--- config.mk ---
export PLATFORM = sky130hd
export DESIGN_NAME = bist_march_controller
export DESIGN_NICKNAME = d
export VERILOG_FILES = /design/src/rtl/bist_march_controller.sv
export SDC_FILE = /design/constraint.sdc
export NUM_CORES = 1
export LEC_CHECK = 0
export CAP_MARGIN = 10
export CORE_MARGIN = 4
export CORE_UTILIZATION = 52
export CTS_BUF_LIST = sky130_fd_sc_hd__clkbuf_16
export CTS_CLUSTER_SIZE = 24
export DETAILED_ROUTE_END_ITERATION = 12
export PLACE_DENSITY = 0.75
export SLEW_MARGIN = 15
export SYNTH_ARGS = -nofsm -noshare
export SYNTH_HDL_FRONTEND = slang
export SYNTH_SLANG_ARGS = --single-unit
--- constraint.sdc ---
create_clock -name Clock -period 3.4 [get_ports Clock]
set_input_delay 0.51 -clock Clock [delete_from_list [all_inputs] [get_ports Clock]]
set_output_delay 0.51 -clock Clock [all_outputs]
set_load 0.05 [all_outputs]
--- src/rtl/bist_march_controller.sv ---
// -----------------------------------------------------------------------------
// bist_march_controller
//
// March C- sequencer and read-response comparator for an SRAM BIST.
// Walks the six March C- elements over every address, drives the SRAM
// control/address/data lines, compares each read word one cycle later, and
// reports a single pass/fail verdict plus first-failure diagnostics.
//
// Ports
//   Clock      in   rising-edge clock
//   Reset      in   synchronous, active-high reset
//   Start      in   begin a test (sampled in IDLE or DONE only)
//   SramCe     out  chip enable, high on every op cycle
//   SramWe     out  1 = write, 0 = read
//   SramAddr   out  SRAM address
//   SramDin    out  SRAM write data (all-0 / all-1 backgrounds)
//   SramDout   in   SRAM read data, valid the cycle after a read
//   Busy       out  test in progress
//   Done       out  test complete (level)
//   GoNoGo     out  1 = memory passed, valid while Done
//   FailAddr   out  address of the first mismatch
//   FailElem   out  March element (0-5) of the first mismatch
//   FailCount  out  mismatching reads, saturating at 255
// -----------------------------------------------------------------------------
module bist_march_controller #(
  parameter int ADDR_W = 8,
  parameter int DATA_W = 4
) (
  input  logic              Clock,
  input  logic              Reset,
  input  logic              Start,
  output logic              SramCe,
  output logic              SramWe,
  output logic [ADDR_W-1:0] SramAddr,
  output logic [DATA_W-1:0] SramDin,
  input  logic [DATA_W-1:0] SramDout,
  output logic              Busy,
  output logic              Done,
  output logic              GoNoGo,
  output logic [ADDR_W-1:0] FailAddr,
  output logic [2:0]        FailElem,
  output logic [7:0]        FailCount
);

  // Element states are numbered to match their March element index, so the
  // low three bits of the state double as the element number for diagnostics.
  localparam logic [3:0] S_M0    = 4'd0;
  localparam logic [3:0] S_M1    = 4'd1;
  localparam logic [3:0] S_M2    = 4'd2;
  localparam logic [3:0] S_M3    = 4'd3;
  localparam logic [3:0] S_M4    = 4'd4;
  localparam logic [3:0] S_M5    = 4'd5;
  localparam logic [3:0] S_IDLE  = 4'd6;
  localparam logic [3:0] S_DRAIN = 4'd7;
  localparam logic [3:0] S_DONE  = 4'd8;

  localparam logic [ADDR_W-1:0] ADDR_ZERO = '0;
  localparam logic [ADDR_W-1:0] ADDR_ONE  = ADDR_W'(1);
  localparam logic [ADDR_W-1:0] ADDR_LAST = '1;
  localparam logic [DATA_W-1:0] DATA_ZERO = '0;
  localparam logic [DATA_W-1:0] DATA_ONES = '1;

  logic [3:0]        r_state;
  logic [ADDR_W-1:0] r_addr;
  logic              r_phase;      // 0 = read half, 1 = write half of a pair
  logic              r_cmp_valid;
  logic [DATA_W-1:0] r_cmp_exp;
  logic [ADDR_W-1:0] r_cmp_addr;
  logic [2:0]        r_cmp_elem;
  logic [7:0]        r_fail_count;
  logic [ADDR_W-1:0] r_fail_addr;
  logic [2:0]        r_fail_elem;
  logic              r_go;

  logic w_op, w_pair, w_read, w_write, w_down, w_wr_one, w_rd_one;
  logic w_last_addr, w_elem_end, w_next_down, w_mismatch, w_start;
  logic [2:0] w_elem;

  assign w_op        = (r_state <= S_M5);
  assign w_pair      = (r_state >= S_M1) && (r_state <= S_M4);
  assign w_read      = (w_pair && !r_phase) || (r_state == S_M5);
  assign w_write     = (r_state == S_M0) || (w_pair && r_phase);
  assign w_down      = (r_state == S_M3) || (r_state == S_M4);
  assign w_wr_one    = (r_state == S_M1) || (r_state == S_M3);
  assign w_rd_one    = (r_state == S_M2) || (r_state == S_M4);
  assign w_last_addr = w_down ? (r_addr == ADDR_ZERO) : (r_addr == ADDR_LAST);
  // An element ends on its terminal address, after the write half if paired.
  assign w_elem_end  = w_op && w_last_addr && (!w_pair || r_phase);
  // M3 and M4 run downward, so the counter reloads high when entering them.
  assign w_next_down = (r_state == S_M2) || (r_state == S_M3);
  assign w_mismatch  = r_cmp_valid && (SramDout != r_cmp_exp);
  assign w_start     = ((r_state == S_IDLE) || (r_state == S_DONE)) && Start;
  assign w_elem      = r_state[2:0];

  // Sequencer: state, address counter and read/write phase.
  // NOTE: sequential state uses non-blocking assignments so every register
  // samples pre-edge values regardless of statement order.
  always_ff @(posedge Clock) begin
    if (Reset) begin
      r_state <= S_IDLE;
      r_addr  <= ADDR_ZERO;
      r_phase <= 1'b0;
    end else begin
      case (r_state)
        S_IDLE, S_DONE: begin
          if (Start) begin
            r_state <= S_M0;
            r_addr  <= ADDR_ZERO;
            r_phase <= 1'b0;
          end
        end
        S_M0, S_M1, S_M2, S_M3, S_M4, S_M5: begin
          if (w_pair && !r_phase) begin
            r_phase <= 1'b1;
          end else begin
            r_phase <= 1'b0;
            if (w_elem_end) begin
              r_state <= (r_state == S_M5) ? S_DRAIN : r_state + 4'd1;
              r_addr  <= w_next_down ? ADDR_LAST : ADDR_ZERO;
            end else begin
              r_addr  <= w_down ? r_addr - ADDR_ONE : r_addr + ADDR_ONE;
            end
          end
        end
        S_DRAIN: r_state <= S_DONE;
        default: r_state <= S_IDLE;
      endcase
    end
  end

  // Compare pipeline: capture what a read cycle expects, check it next cycle.
  always_ff @(posedge Clock) begin
    if (Reset) begin
      r_cmp_valid <= 1'b0;
      r_cmp_exp   <= DATA_ZERO;
      r_cmp_addr  <= ADDR_ZERO;
      r_cmp_elem  <= 3'd0;
    end else begin
      r_cmp_valid <= w_read;
      r_cmp_exp   <= w_rd_one ? DATA_ONES : DATA_ZERO;
      r_cmp_addr  <= r_addr;
      r_cmp_elem  <= w_elem;
    end
  end

  // Result registers. The verdict folds in the compare still in flight while
  // in DRAIN, so GoNoGo covers the final M5 read.
  always_ff @(posedge Clock) begin
    if (Reset || w_start) begin
      r_fail_count <= 8'd0;
      r_fail_addr  <= ADDR_ZERO;
      r_fail_elem  <= 3'd0;
      r_go         <= 1'b0;
    end else begin
      if (w_mismatch) begin
        if (r_fail_count != 8'hFF) r_fail_count <= r_fail_count + 8'd1;
        if (r_fail_count == 8'd0) begin
          r_fail_addr <= r_cmp_addr;
          r_fail_elem <= r_cmp_elem;
        end
      end
      if (r_state == S_DRAIN) r_go <= (r_fail_count == 8'd0) && !w_mismatch;
    end
  end

  assign SramCe    = w_op;
  assign SramWe    = w_write;
  assign SramAddr  = w_op ? r_addr : ADDR_ZERO;
  assign SramDin   = (w_write && w_wr_one) ? DATA_ONES : DATA_ZERO;
  assign Busy      = w_op || (r_state == S_DRAIN);
  assign Done      = (r_state == S_DONE);
  assign GoNoGo    = r_go;
  assign FailAddr  = r_fail_addr;
  assign FailElem  = r_fail_elem;
  assign FailCount = r_fail_count;

endmodule

==> results.tsv <==
metric	value	unit
status	complete, no violations	
wire_per_inst	14.1	µm
ctsResizeCount	0	
drv_cap	0	
grt_max_degree	21	
dpl.hpwl	3.80	mm
syn_area	2390	µm²
power.density	851	nW/µm²
fin_worst_skew	0.00323	ns
finalWeightedCongestion	0.869	
holdWs	0.468	ns
cp_max_fo	10	
synth_compound_area_share	16.6	%
drv_slew	0	
yosys-top-cells-area	dfxtp_1 (38%), mux2i_1 (6.7%), ha_1 (6.3%), nor2_1 (5.8%), nand2_1 (3.5%)	
setup_tns	0	ns
synth-xor-area-share	3.66	%
cts_buffers	5	
core	4410	µm²
clock.fmax	0.320	GHz
antenna_found_initial	0	
crit_type	register to primary output	
fp.dieArea	5750	µm²
holdPathStages	2	
required	2.89	ns
cts.reportedPaths.clkPinSlew	0.06	ns
fin_nets	335	
clk_latency	0.29	ns
reg2reg_depth	12	
synth_ff_type	dfxtp_1	
overflow	0	
routed_via_density	5.54	
min_from	r_cmp_elem[1]$_SDFF_PP0_	
ios	43	
drt_iter0_markers	71	
cts_sinks	46	
synth_fa_ha_area_share	7.11	%
drc_errors	0	
syn_to_final_growth	24.8	%
fillers	357	
rsz0062_at_grt	no	
synth_simple_gate_area_share	22.3	%
crit_path_end_kind	primary output	
grt_pass1_vias	1877	
rows	24	
slew_headroom	45.0	%
drt_pass1_iterations	4	
vias	2038	
syn_nets	297	
yosysWarnings	0	
seq_area_frac_synth	38.5	%
synth_mux_area_share	6.69	%
synthArstFlopShare	0	%
antenna_left	0	
postSynthCellCount	277	
ys_ff_latch	46	
hp-class	register to register	
fp.dieW	75.8	µm
synth_edf_count	0	
cts_buffer_depth	2	
initial_core_util	54.2	%
critPathLaunch	r_state[0]$_SDFFE_PP0P_	
finalHoldViolCount	0	
cts_root_buf	clkbuf_16	
grt_first_pass_wirelength	8.69	mm
die_h	75.8	µm
vdd_drop_max	0.555	mV
cts_setup_buffers	0	
tritoncts	built	
reg2reg_from	r_state[0]$_SDFFE_PP0P_	
synth_largest_area_cell	dfxtp_1	
drive_gt1_share	5.06	%
period_minus_slack	3.13	ns
synth_top_family_by_area	simple AND/OR/NAND/NOR gates	
num_antenna_cells	0	
setup_viol	0	
tightestPinTransition	0.818	ns
p_leak	1.29	nW
synth_area_per_cell	8.64	µm²
worst_setup_path_start_kind	register	
h-tree-depth	2	
grt_use_total	19.6	%
synth_top_area_share	38.5	%
port_buffers	42	
ctsHoldBuffers	0	
totalWireLength	5.20	mm
synth_cell_types	45	
cp.arrival	2.62	ns
min_period_over_period	92.0	%
==> synthesized netlist by cell type, types with 4 or more instances <==
library cell,count
and2_1,8
nand4_1,4
and3_1,4
xor2_1,6
nor3_1,7
ha_1,12
nor2b_1,12
xnor2_1,4
a22o_1,8
nand3_1,5
mux2i_1,16
inv_1,15
clkbuf_1,8
dfxtp_1,46
o21ai_0,9
or4_1,4
a21oi_1,11
o211ai_1,4
nand2_1,22
nor2_1,37
==> logic make-up after synthesis <==
logic type	count (synthesis)
flops	46
simple gates	109
compound gates	54
xor+xnor	10
mux	16
buf+inv	29
fa+ha+maj	13
==> placed cells by master (no fill, tap or decap), types with 3 or more instances in the layout <==
cell / n
nand2_1: 22
dfxtp_1: 46
xnor2_1: 4
nor3_1: 7
o211ai_1: 4
clkbuf_16: 5
nor2_1: 37
ha_1: 12
o21ai_0: 8
nor2b_1: 12
and3_1: 4
nand3_1: 5
and2_1: 8
a22o_1: 8
or4_1: 4
nand4_1: 4
inv_1: 15
clkdlybuf4s50_1: 42
mux2i_1: 16
o21bai_1: 3
a21o_1: 3
buf_4: 3
xor2_1: 6
a21oi_1: 10
==> per-stage QoR <==
| stage | worst slack (ns) | area (µm²) | util (%) | cells | total power, mW |
|---|---|---|---|---|---|
| after floorplan | 0.283 | 2390 | - | 277 | 1.73 |
| after global placement | 0.496 | 2830 | 64.2 | 360 | 2.04 |
| after global routing | 0.0831 | 2990 | 67.7 | 368 | 2.73 |
| after detailed placement | 0.431 | 2830 | 64.2 | 360 | 2.05 |
| after CTS | 0.115 | 2980 | 67.6 | 368 | 2.55 |
| final | 0.274 | 2990 | 67.7 | 368 | 2.54 |
==> state kept, by name, indices dropped and copies added (netlist names), 3 cells and up <==
| register | cells |
|---|---|
| r_cmp_elem | 3 |
| FailElem | 3 |
| r_cmp_addr | 8 |
| FailCount | 8 |
| FailAddr | 8 |
| r_state | 4 |
| r_addr | 8 |
==> power breakdown <==
group	switching [mW]	internal, mW	total, mW	leakage (nW)
Clock	0.213	0.275	0.488	0.0664
Combinational	0.786	0.511	1.30	0.847
Sequential	0.119	0.638	0.757	0.373
==> layer usage <==
layer / GRT usage (%) / vias up / routed length (µm)
li1: - / 1041 / -
met1: 26.4 / 930 / 2460
met2: 30.5 / 58 / 2370
met3: 3.83 / 9 / 260
met4: 7.96 / 0 / 102
met5: 0 / - / 0
==> final timing paths <==
kind                                                 end  slack (ns)
worst max-delay path                         SramAddr[4]        0.27
worst min-delay path            FailElem[1]$_SDFFE_PP0P_        0.47
worst max register to register    r_addr[7]$_SDFFE_PP0P_        0.39
worst min register to register  FailElem[1]$_SDFFE_PP0P_        0.47
==> worst max-delay path: stages (launching register included) <==
cell and delay [ns]:
dfxtp_1 0.36, inv_1 0.13, ha_1 0.35, nor2_1 0.14, a21oi_2 0.34, and2_1 0.19
clkdlybuf4s50_1 0.81
==> layout make-up <==
type	count	area [µm²]	share of cell area (%)
Multi-Input combinational cell	202	1350	45.3
Sequential cell	46	921	30.8
Timing Repair Buffer	45	443	14.8
Clock buffer	5	125	4.19
Tap cell	52	65.1	2.18
Inverter	15	56.3	1.89
Clock inverter	3	23.8	0.796
(Power assumes the default switching activity.)
